--- config.mk ---
export PLATFORM = sky130hd
export DESIGN_NAME = mem_read_port
export DESIGN_NICKNAME = d
export VERILOG_FILES = /design/src/rtl/mem_read_port_pkg.sv /design/src/rtl/mem_read_fifo.sv /design/src/rtl/mem_read_port.sv
export SDC_FILE = /design/constraint.sdc
export NUM_CORES = 1
export LEC_CHECK = 0
export BUFFER_PORTS_ARGS = -buffer_cell sky130_fd_sc_hd__buf_4
export CORE_MARGIN = 4
export CORE_UTILIZATION = 35
export CTS_CLUSTER_DIAMETER = 100
export DETAILED_ROUTE_END_ITERATION = 12
export PLACE_DENSITY_LB_ADDON = 0.12
export SLEW_MARGIN = 20
export SYNTH_ARGS = -nofsm -noshare
export SYNTH_HDL_FRONTEND = slang
export SYNTH_SLANG_ARGS = --single-unit
--- constraint.sdc ---
create_clock -name clk -period 10.7 [get_ports clk]
set_clock_uncertainty 0.2 [all_clocks]
set_input_delay 2.14 -clock clk [delete_from_list [all_inputs] [get_ports clk]]
set_output_delay 2.14 -clock clk [all_outputs]
set_load 0.01 [all_outputs]
--- src/rtl/mem_read_port_pkg.sv ---
// Shared constants and width helpers for the memory read port.
package mem_read_port_pkg;

  localparam int ADDR_W_DEF     = 10;
  localparam int DATA_W_DEF     = 32;
  localparam int FIFO_DEPTH_DEF = 2;
  localparam int INFLIGHT_W     = 2;

  function automatic int cnt_w(input int depth);
    return $clog2(depth) + 1;
  endfunction

endpackage

--- src/rtl/mem_read_fifo.sv ---
// Output buffer: power-of-two ring with occupancy count and synchronous flush.
module mem_read_fifo
  import mem_read_port_pkg::*;
#(
  parameter int DATA_W = DATA_W_DEF,
  parameter int DEPTH  = FIFO_DEPTH_DEF
) (
  input  logic                      clk,
  input  logic                      rst,
  input  logic                      flush_i,
  input  logic                      push_i,
  input  logic [DATA_W-1:0]         data_i,
  input  logic                      pop_i,
  output logic [DATA_W-1:0]         data_o,
  output logic [cnt_w(DEPTH)-1:0]   count_o,
  output logic                      full_o,
  output logic                      empty_o
);

  localparam int PW = $clog2(DEPTH);
  localparam int CW = cnt_w(DEPTH);
  localparam logic [CW-1:0] FULL_C = CW'(DEPTH);

  logic [DATA_W-1:0] mem_q [DEPTH];
  logic [PW-1:0]     wr_q, rd_q;
  logic [CW-1:0]     cnt_q;
  logic              do_push, do_pop;

  assign empty_o = (cnt_q == '0);
  assign full_o  = (cnt_q == FULL_C);
  assign count_o = cnt_q;
  assign data_o  = mem_q[rd_q];

  assign do_pop  = pop_i && !empty_o && !flush_i;
  assign do_push = push_i && !flush_i && (!full_o || do_pop);

  always_ff @(posedge clk or posedge rst) begin
    if (rst) begin
      wr_q  <= '0;
      rd_q  <= '0;
      cnt_q <= '0;
    end else if (flush_i) begin
      wr_q  <= '0;
      rd_q  <= '0;
      cnt_q <= '0;
    end else begin
      if (do_push) wr_q <= wr_q + 1'b1;
      if (do_pop)  rd_q <= rd_q + 1'b1;
      unique case ({do_push, do_pop})
        2'b10:   cnt_q <= cnt_q + 1'b1;
        2'b01:   cnt_q <= cnt_q - 1'b1;
        default: cnt_q <= cnt_q;
      endcase
    end
  end

  always_ff @(posedge clk) begin
    if (do_push) mem_q[wr_q] <= data_i;
  end

endmodule

--- src/rtl/mem_read_port.sv ---
// Credit-based read port: sync RAM reads into an output FIFO.
// Define MEM_READ_PORT_RDATA_REG_EN to register mem_rdata (3-cycle latency).
module mem_read_port
  import mem_read_port_pkg::*;
#(
  parameter int ADDR_W     = ADDR_W_DEF,
  parameter int DATA_W     = DATA_W_DEF,
  parameter int FIFO_DEPTH = FIFO_DEPTH_DEF
) (
  input  logic              clk,
  input  logic              rst,
  input  logic              run,
  input  logic              addr_valid,
  output logic              addr_ready,
  input  logic [ADDR_W-1:0] addr,
  input  logic              addr_done,
  output logic              mem_en,
  output logic [ADDR_W-1:0] mem_addr,
  input  logic [DATA_W-1:0] mem_rdata,
  output logic              out_valid,
  input  logic              out_ready,
  output logic [DATA_W-1:0] out_data,
  output logic              done
);

  localparam int CW = cnt_w(FIFO_DEPTH);
  localparam logic [CW:0] DEPTH_L = (CW+1)'(FIFO_DEPTH);

  logic [CW-1:0]         count;
  logic                  empty, full;
  logic                  hs, pop, push;
  logic [DATA_W-1:0]     push_data;
  logic [INFLIGHT_W-1:0] inflight;
  logic [CW:0]           used;
  logic                  v1_q, v1_d;
  logic                  done_q, done_d;

  assign used       = (CW+1)'(count) + (CW+1)'(inflight);
  assign addr_ready = !run && (used < DEPTH_L) && !full;
  assign hs         = addr_valid && addr_ready;
  assign mem_en     = hs;
  assign mem_addr   = addr;
  assign pop        = out_valid && out_ready && !run;
  assign out_valid  = !empty;
  assign done       = done_q;
  assign v1_d       = hs;

`ifdef MEM_READ_PORT_RDATA_REG_EN
  logic              v2_q, v2_d;
  logic [DATA_W-1:0] d2_q;

  assign v2_d      = v1_q && !run;
  assign inflight  = INFLIGHT_W'(v1_q) + INFLIGHT_W'(v2_q);
  assign push      = v2_q;
  assign push_data = d2_q;

  always_ff @(posedge clk or posedge rst) begin
    if (rst) begin
      v2_q <= 1'b0;
      d2_q <= '0;
    end else begin
      v2_q <= v2_d;
      if (v1_q) d2_q <= mem_rdata;
    end
  end
`else
  assign inflight  = INFLIGHT_W'(v1_q);
  assign push      = v1_q;
  assign push_data = mem_rdata;
`endif

  // run wins: flush drops the buffer and any read landing this cycle
  assign done_d = !run &&
    (done_q || (addr_done && inflight == '0 && empty));

  always_ff @(posedge clk or posedge rst) begin
    if (rst) begin
      v1_q   <= 1'b0;
      done_q <= 1'b0;
    end else begin
      v1_q   <= v1_d;
      done_q <= done_d;
    end
  end

  mem_read_fifo #(
    .DATA_W (DATA_W),
    .DEPTH  (FIFO_DEPTH)
  ) u_fifo (
    .clk     (clk),
    .rst     (rst),
    .flush_i (run),
    .push_i  (push),
    .data_i  (push_data),
    .pop_i   (pop),
    .data_o  (out_data),
    .count_o (count),
    .full_o  (full),
    .empty_o (empty)
  );

endmodule

==> results of run 1 <==
[how the worst max path moves through the flow]
| stage | start | endpoint | slack [ps] |
|---|---|---|---|
| after floorplan | run | u_fifo.mem_q[1][0] | 5340 |
| after global placement | run | mem_en | 5510 |
| after CTS | run | mem_en | 5480 |
| final | run | mem_en | 5470 |
| after detailed placement | run | mem_en | 5480 |
| after global routing | run | mem_en | 5380 |
[cell families (layout without fill, tap and decap cells)]
group / Yosys count / in the layout
buffers and inverters: 19 / 94
AND/OR/NAND/NOR: 15 / 15
multiplexers: 34 / 34
flip-flops: 70 / 70
AO/OA/AOI/OAI: 7 / 7
XOR/XNOR: 2 / 2
[synthesized netlist by cell type]
| master | n | area share (%) |
|---|---|---|
| o31ai_4 | 1 | 0.78 |
| inv_1 | 1 | 0.14 |
| nor2_1 | 5 | 0.68 |
| nand2b_1 | 1 | 0.23 |
| nor3_2 | 1 | 0.36 |
| nor2b_1 | 2 | 0.46 |
| xor2_1 | 2 | 0.64 |
| o21a_1 | 1 | 0.27 |
| nor3_1 | 1 | 0.18 |
| and2_1 | 1 | 0.23 |
| buf_2 | 6 | 1.1 |
| nor4b_1 | 1 | 0.32 |
| dfrtp_1 | 6 | 5.5 |
| buf_4 | 10 | 2.7 |
| nor3b_1 | 1 | 0.27 |
| mux2_2 | 21 | 8.6 |
| a211oi_1 | 1 | 0.27 |
| edfxtp_1 | 64 | 70 |
| or2_2 | 1 | 0.23 |
| inv_4 | 1 | 0.23 |
| a21oi_1 | 3 | 0.55 |
| mux2i_1 | 1 | 0.36 |
| buf_6 | 1 | 0.41 |
| o21ai_0 | 1 | 0.18 |
| nand2_1 | 1 | 0.14 |
| mux2_1 | 11 | 4.5 |
| mux2_4 | 1 | 0.55 |
[placed cells by master, fill, tap and decap left out, types with 2 or more instances in the layout]
master / count
clkbuf_8: 9
xor2_1: 2
nor2b_1: 2
bufinv_16: 3
nor2_1: 5
dfrtp_1: 6
mux2_2: 21
mux2_1: 11
edfxtp_1: 64
a21oi_1: 3
buf_4: 76
[registers in the layout, indices dropped and copies added (netlist names)]
register and count:
u_fifo.rd_q 1, u_fifo.wr_q 1, push 1, u_fifo.count_o 2
u_fifo.mem_q 64, done 1
[per-layer routing]
metal | wire (um) | vias up | GRT usage [%]
met5 | 0 | - | 0
met4 | 62 | 0 | 5.26
met3 | 342 | 6 | 4.34
met2 | 2730 | 52 | 19.9
met1 | 1920 | 707 | 12.0
li1 | - | 684 | -
[power by group]
group / internal [uW] / total [uW] / switching, uW
logic: 29.7 / 52.5 / 22.9
clock network: 155 / 247 / 92.7
registers: 306 / 310 / 3.98
[metrics by stage]
stage	setup slack (ps)	util (%)
2_1_floorplan	5340	-
3_3_place_gp	5510	43.4
3_5_place_dp	5480	43.4
4_1_cts	5480	46.5
5_1_grt	5380	46.6
6_report	5470	46.6
[final cells by class]
class / count / area (um^2) / share of cell area (%)
clock buffers: 10 / 128 / 3.56
clock inverters: 6 / 110 / 3.07
inverters: 2 / 10.0 / 0.279
multi-input cells: 58 / 567 / 15.8
flip-flops and latches: 70 / 2070 / 57.8
well taps: 102 / 128 / 3.56
repair buffers: 76 / 571 / 15.9
[worst max-delay path, cell delays in order]
cell and delay (ps):
buf_4 160, a211oi_1 280, and2_1 180, buf_4 120
==> flow_summary_export.csv, run 1 <==
group,metric,value,unit
status,status,"completed",
hold_path,holdPathEnd,"done",
clock_network,cts.repair.resized,0,
drt,drtPass1Iterations,4,
global_routing,grt_util_all_layers,11.4,%
cells_and_area,fin_cells,324,
timing,setup-violations-final,0,
power_and_ir_drop,ir_drop,82.5,uV
placed_design,dp_hpwl,3500,um
drt,vias,1449,
yosys,synthSimpleGateAreaFrac,3.10,%
timing,min_period_over_period,48.9,%
setup_path,cp-end-kind,"output port",
yosys,synth_xor_area_share,0.639,%
yosys,synth_cell_types,27,
power_and_ir_drop,power_density,170,nW/um^2
hold_path,hold_path_depth,2,
floorplan,core_area,7690,um^2
global_routing,grt_max_degree,26,
cells_and_area,antenna_cells,0,
cells_and_area,final_area,3580,um^2
yosys,yosysSeqAreaShare,75.5,%
hold_path,min_from,"done",
floorplan,start_util,35.7,%
yosys,synthAdderAreaFrac,0,%
timing,period_minus_slack,5230,ps
timing,drv_slew,0,
setup_path,r2r_start,"u_fifo.count_o[1]",
drt,vias_per_cell,4.47,
timing,fin_tns_setup,0,ps
floorplan,die_y,96.5,um
clock_network,clk_pin_slew,70,ps
clock_network,post-cts-setup-buffer-count,0,
clock_network,hold_buffers,0,
floorplan,chipWidth,96.5,um
drt,drtIter0Drc,27,
setup_path,worstSetupPathType,"in2out",
yosys,synth_compound_area_share,2.05,%
setup_path,required,8360,ps
setup_path,crit_arrival,2890,ps
timing,hold_violations,0,
yosys,syn_nets,195,
floorplan,num_rows,32,
hold_path,worstHoldPathType,"reg2reg",
clock_network,numCtsBuffers,9,
placed_design,gp_congestion,0.627,
global_routing,grt_pass1_wl,7640,um
clock_network,cts_sinks,70,
yosys,synth_warnings,0,
global_routing,antenna_found_initial,0,
global_routing,overflow,0,
drt,drc,0,
cells_and_area,nNetsFinal,265,
timing,holdWs,310,ps
placed_design,portBuffers,73,
setup_path,r2r-end,"u_fifo.mem_q[1][3]",
yosys,synth_area_per_cell,18.7,um^2
cells_and_area,n_fill_cell,714,
yosys,syn_area,2740,um^2
power_and_ir_drop,power,610,uW
drt,drt_wl_total,5050,um
yosys,synth_cells,147,
setup_path,r2r_slack,8390,ps
drt,wl_per_cell,15.6,um
power_and_ir_drop,leakage,0.00134,uW
clock_network,clk_path_buf_depth,2,
clock_network,clkLatencyLatePin,330,ps
job,max_cap_violations,0,
timing,worstMarginPinSlew,748,ps
floorplan,die-area,9320,um^2
yosys,synth_mux_area_share,14.1,%
yosys,synth_top_family_by_area,"multiplexers",
cells_and_area,drive_gt1_share,53.2,%
setup_path,path_max_fanout,9,
setup_path,reg2reg_depth,4,
timing,timing.fmax,0.191,GHz
yosys,synth_seq_cells,70,
clock_network,htreeDepth,3,
floorplan,io_pins,94,
clock_network,clockRootBuffer,"clkbuf_8",
placed_design,dp_cells,308,
clock_network,tritoncts,"done",
placed_design,placed_area,3330,um^2
drt,drtAntennaViolNets,0,
timing,slew-limit-headroom,50.1,%
global_routing,grt_pass1_vias,1563,
timing,rsz0062_at_grt,"false",
cells_and_area,syn2layout_area_growth,30.7,%
setup_path,cp-start-kind,"input port",
Power figures use the tool's default switching activity.
==> run 2: changes to the inputs <==
--- a/config.mk
+++ b/config.mk
@@ -5,6 +5,7 @@
 export SDC_FILE = /design/constraint.sdc
 export NUM_CORES = 1
 export LEC_CHECK = 0
+export ABC_AREA = 1
 export BUFFER_PORTS_ARGS = -buffer_cell sky130_fd_sc_hd__buf_4
 export CORE_MARGIN = 4
 export CORE_UTILIZATION = 35
==> constraint.sdc (replaced) <==
create_clock -name clk -period 5.4 [get_ports clk]
set_clock_uncertainty 0.2 [all_clocks]
set_input_delay 1.08 -clock clk [delete_from_list [all_inputs] [get_ports clk]]
set_output_delay 1.08 -clock clk [all_outputs]
set_load 0.01 [all_outputs]
==> flow_summary_export.csv, run 2 <==
group,metric,value,unit
status,status,"completed",
yosys,syn_nets,207,
yosys,synthArstFlopShare,8.57,%
clock_network,clkLatencyLatePin,330,ps
clock_network,post-cts-setup-buffer-count,0,
power_and_ir_drop,intPower,886,uW
placed_design,pre_cts_slack,2310,ps
placed_design,dp_hpwl,3340,um
global_routing,grt_pass1_vias,1552,
clock_network,clockRootBuffer,"clkbuf_8",
power_and_ir_drop,combPwrFrac,13.6,%
setup_path,crit_arrival,1900,ps
yosys,yosysMostFrequentCell,"edfxtp_1",
placed_design,gp_congestion,0.775,
power_and_ir_drop,power_density,327,nW/um^2
setup_path,r2r_slack,3210,ps
floorplan,die_y,96.5,um
setup_path,cp-start-kind,"flip-flop",
yosys,netlist.area_leader.share,70.1,%
setup_path,required,4120,ps
cells_and_area,antenna_cells,0,
power_and_ir_drop,p_seq_share,54.5,%
timing,slew-limit-headroom,36.3,%
cells_and_area,drive_gt1_share,53.2,%
timing,min_period_over_period,59.0,%
clock_network,tritoncts,"done",
global_routing,grt_max_degree,33,
clock_network,clk_path_buf_depth,2,
yosys,synthTopCellsByCount,"64 x edfxtp_1, 32 x mux2_2, 12 x inv_1, 10 x buf_4, 8 x nand2_1",
floorplan,num_rows,32,
hold_path,worstHoldPathType,"reg2reg",
yosys,synth.area.top_cells,"edfxtp_1 70%, mux2_2 13%, dfrtp_1 5.5%, buf_4 2.7%, inv_1 1.6%",
floorplan,chipWidth,96.5,um
drt,drtPass1Iterations,4,
drt,vias,1469,
power_and_ir_drop,p_sw_share,22.5,%
setup_path,r2r_start,"push",
timing,fin_tns_setup,0,ps
yosys,synth_area_per_cell,17.2,um^2
clock_network,hold_buffers,0,
setup_path,crit_end,"out_data[9]",
yosys,synth_cells,159,
cells_and_area,largest_register,"u_fifo.mem_q",
setup_path,crit_start,"u_fifo.rd_q",
drt,drtIter0Drc,95,
clock_network,htreeDepth,3,
cells_and_area,largest_reg_flops,64,
drt,drc,0,
timing,setup-violations-final,0,
timing,timing.fmax,0.314,GHz
clock_network,numCtsBuffers,9,
global_routing,antenna_found_initial,0,
clock_network,cts.repair.resized,0,
floorplan,io_pins,94,
global_routing,overflow,0,
clock_network,cts_sinks,70,
cells_and_area,layout_common_cells,"74 x buf_4, 64 x edfxtp_1, 32 x mux2_2",
cells_and_area,syn2layout_area_growth,27.6,%
yosys,synth_warnings,0,
power_and_ir_drop,ir_drop,190,uV
timing,worstMarginPinSlew,953,ps
yosys,yosys.area.top_type,"edfxtp_1",
yosys,syn_area,2740,um^2
cells_and_area,layout_commonest_cell,"buf_4",
setup_path,cp-end-kind,"output port",
global_routing,grt_pass1_wl,7500,um
clock_network,clk_pin_slew,70,ps
timing,worst_slack,2220,ps
yosys,synth_flop_cell,"edfxtp_1",
setup_path,reg2reg_depth,4,
timing,period_minus_slack,3180,ps
setup_path,path_max_fanout,24,
drt,wl_per_cell,14.9,um
drt,drt_wl_total,5010,um
drt,vias_per_cell,4.36,
yosys,synth_seq_cells,70,
power_and_ir_drop,p_switching,257,uW
global_routing,grt_util_all_layers,11.3,%
floorplan,die-area,9310,um^2
floorplan,core_area,7690,um^2
setup_path,worstSetupPathType,"reg2out",
placed_design,portBuffers,73,
job,max_cap_violations,0,
timing,drv_slew,0,
yosys,synth_edf_count,64,
timing,rsz0062_at_grt,"false",
power_and_ir_drop,leakage,0.00134,uW
yosys,synth_cell_types,19,
floorplan,start_util,35.7,%
cells_and_area,nNetsFinal,278,
timing,hold_violations,0,
drt,drtAntennaViolNets,0,
setup_path,r2r-end,"u_fifo.mem_q[1][31]",
yosys,yosysSeqAreaShare,75.6,%
power_and_ir_drop,clockPowerShare,32.0,%
-- run 2: final cells by class --
type	instances	area [um^2]
Clock buffer	14	163
Timing Repair Buffer	74	556
Multi-Input combinational cell	62	522
Sequential cell	70	2070
Clock inverter	2	8.76
Inverter	13	48.8
Fill cell	731	4190
Tap cell	102	128
-- run 2: worst min-delay path by stage --
stage / depth (start not counted) / endpoint / startpoint
after floorplan: 1 / u_fifo.wr_q / u_fifo.wr_q
after global placement: 2 / done / done
after detailed placement: 2 / done / done
after CTS: 2 / done / done
after global routing: 2 / done / done
final: 2 / done / done
-- run 2: critical path: stages, from the launching register on --
cell and delay [ps]:
dfrtp_1 610, buf_4 410, mux2_2 400, buf_4 150
-- run 2: metrics by stage --
stage	cells	hold slack (ps)	total power [uW]	cell area, um^2	utilization (%)
6_report	337	321	1140	3500	45.5
4_1_cts	337	323	1160	3500	45.5
3_5_place_dp	321	310	792	3330	43.3
5_1_grt	337	366	1200	3500	45.5
3_3_place_gp	321	297	793	3330	43.3
2_1_floorplan	159	281	722	2740	-
-- run 2: kinds of logic (layout without fill, tap and decap cells) --
| logic type | count (synthesis) | in the layout | share of synthesized area [%] |
|---|---|---|---|
| buffers and inverters | 27 | 103 | 5.93 |
| AND/OR/NAND/NOR | 25 | 25 | 4.24 |
| flip-flops | 70 | 70 | 75.6 |
| AO/OA/AOI/OAI | 5 | 5 | 1.10 |
| multiplexers | 32 | 32 | 13.1 |
-- run 2: metal layers --
layer	up-vias	wire length (um)	global-route usage, %
met5	-	0	0
met4	0	91	5.84
met3	14	462	4.57
met2	60	2270	16.8
met1	680	2190	14.1
li1	715	-	-
-- run 2: power by group through the flow --
stage | combinational, uW | clock (uW) | sequential, uW
after floorplan | 92.7 | 0 | 629
after global placement | 158 | 0 | 634
after detailed placement | 158 | 0 | 634
after CTS | 159 | 383 | 623
after global routing | 169 | 405 | 624
final | 155 | 365 | 623
==> run 3: changes to the inputs <==
--- a/config.mk
+++ b/config.mk
@@ -5,7 +5,7 @@
 export SDC_FILE = /design/constraint.sdc
 export NUM_CORES = 1
 export LEC_CHECK = 0
-export ABC_AREA = 1
+export ABC_AREA = 0
 export BUFFER_PORTS_ARGS = -buffer_cell sky130_fd_sc_hd__buf_4
 export CORE_MARGIN = 4
 export CORE_UTILIZATION = 35
==> constraint.sdc (replaced) <==
create_clock -name clk -period 3.16 [get_ports clk]
set_clock_uncertainty 0.2 [all_clocks]
set_input_delay 0.632 -clock clk [delete_from_list [all_inputs] [get_ports clk]]
set_output_delay 0.632 -clock clk [all_outputs]
set_load 0.01 [all_outputs]
==> flow_summary_export.csv, run 3 (synthesis results as in run 1) <==
group,metric,value,unit
timing,min_period_over_period,77.1,%
cells_and_area,drive_gt1_share,53.8,%
placed_design,dp_cells,308,
clock_network,htreeDepth,3,
drt,vias,1456,
timing,hold_violations,0,
timing,holdWs,281,ps
placed_design,dp_hpwl,3210,um
timing,slew-limit-headroom,69.6,%
floorplan,core_area,7690,um^2
setup_path,crit_path_max_incr_delay,410,ps
cells_and_area,layout_commonest_cell,"buf_4",
cells_and_area,final_area,3580,um^2
drt,drtAntennaViolNets,0,
global_routing,grt_pass1_wl,7170,um
setup_path,path_max_fanout,33,
timing,timing.fmax,0.410,GHz
drt,vias_per_cell,4.48,
power_and_ir_drop,ir_drop,311,uV
job,max_cap_violations,0,
drt,drt_wl_total,4830,um
global_routing,grt_pass1_vias,1554,
cells_and_area,multi_input_area,567,um^2
setup_path,required,2330,ps
global_routing,grt_util_all_layers,10.6,%
floorplan,chipWidth,96.5,um
clock_network,clk_path_buf_depth,2,
cells_and_area,syn2layout_area_growth,30.5,%
global_routing,overflow,0,
hold_path,worstHoldPathType,"in2reg",
drt,routed.top_layer,"met4",
timing,worstMarginPinSlew,457,ps
timing,drv_slew,0,
clock_network,tritoncts,"done",
setup_path,cp-end-kind,"output port",
cells_and_area,antenna_cells,0,
drt,drc,0,
power_and_ir_drop,power_density,561,nW/um^2
clock_network,clkLatencyLatePin,330,ps
drt,route.met3.wl,423,um
timing,worst_slack,723,ps
placed_design,pre_cts_slack,968,ps
floorplan,die-area,9320,um^2
floorplan,die_y,96.5,um
clock_network,numCtsBuffers,9,
setup_path,worstSetupPathType,"reg2out",
placed_design,placed_area,3350,um^2
cells_and_area,n_fill_cell,716,
drt,wl_met2,2420,um
setup_path,crit_arrival,1610,ps
cells_and_area,layout_common_cells,"76 x buf_4, 64 x edfxtp_1, 21 x mux2_2",
status,status,"completed",
power_and_ir_drop,leakage,0.00133,uW
timing,fin_tns_setup,0,ps
placed_design,portBuffers,73,
timing,setup-violations-final,0,
floorplan,num_rows,32,
drt,drtPass1Iterations,5,
global_routing,antenna_found_initial,0,
global_routing,grt_max_degree,34,
cells_and_area,fin_cells,325,
drt,wl_met1,1930,um
cells_and_area,largest_register,"u_fifo.mem_q",
setup_path,cp-start-kind,"flip-flop",
clock_network,clk_pin_slew,80,ps
clock_network,cts_sinks,70,
drt,drtIter0Drc,52,
clock_network,clockRootBuffer,"clkbuf_8",
setup_path,slowest_stage,"mux2_2",
cells_and_area,nNetsFinal,266,
timing,period_minus_slack,2440,ps
setup_path,r2r_slack,1270,ps
cells_and_area,final-seq-area,2070,um^2
cells_and_area,largest_reg_flops,64,
floorplan,io_pins,94,
floorplan,start_util,35.7,%
setup_path,cp_cell_sequence,"buf_4 -> mux2_2 -> buf_4",
setup_path,path_common_cell,"buf_4",
timing,rsz0062_at_grt,"false",
placed_design,gp_congestion,0.775,
drt,wl_per_cell,14.9,um
run 3: repair_timing:
item                                   4_1_cts  5_1_grt
resized for setup                            0        0
hold buffers                                 1        0
endpoints found under the hold margin        6        0
setup buffers                                0        0
run 3: worst paths after layout:
| path | from | endpoint | cells after the start |
|---|---|---|---|
| worst max-delay path | u_fifo.rd_q | out_data[8] | 3 |
| max in group asynchronous | rst | u_fifo.count_o[1] | 3 |
| worst max register to register | u_fifo.count_o[1] | u_fifo.mem_q[1][11] | 4 |
| worst min register to register | done | done | 2 |
| worst min-delay path | mem_rdata[1] | u_fifo.mem_q[1][1] | 1 |
| min in group asynchronous | rst | done | 3 |
run 3: worst max-delay path: cells and delay by family (launching register included):
family                 cells  cell delay, ps
DFF                        1             330
muxes                      1             410
buffers and inverters      2             530
run 3: final cells by class:
| class | instances | share of cell area (%) |
|---|---|---|
| Clock inverter | 7 | 2.73 |
| Multi-Input combinational cell | 58 | 15.8 |
| Tap cell | 102 | 3.57 |
| Inverter | 2 | 0.280 |
| Sequential cell | 70 | 57.9 |
| Clock buffer | 9 | 3.46 |
| Timing Repair Buffer | 77 | 16.2 |
run 3: report_power, final:
group	internal [uW]	total, uW	switching [uW]
Combinational	101	181	79.7
Clock	447	778	332
Sequential	1040	1050	11.0
run 3: routing by layer:
metal	GRT usage (%)	vias to the layer above
met5	0	-
met3	4.42	11
met1	11.9	706
met2	16.8	54
li1	-	685
met4	5.96	0
run 3: stage by stage:
stage	power (uW)	utilization, %
2_1_floorplan	1160	-
3_3_place_gp	1250	43.5
3_5_place_dp	1250	43.5
4_1_cts	2040	46.5
5_1_grt	2100	46.5
6_report	2010	46.5
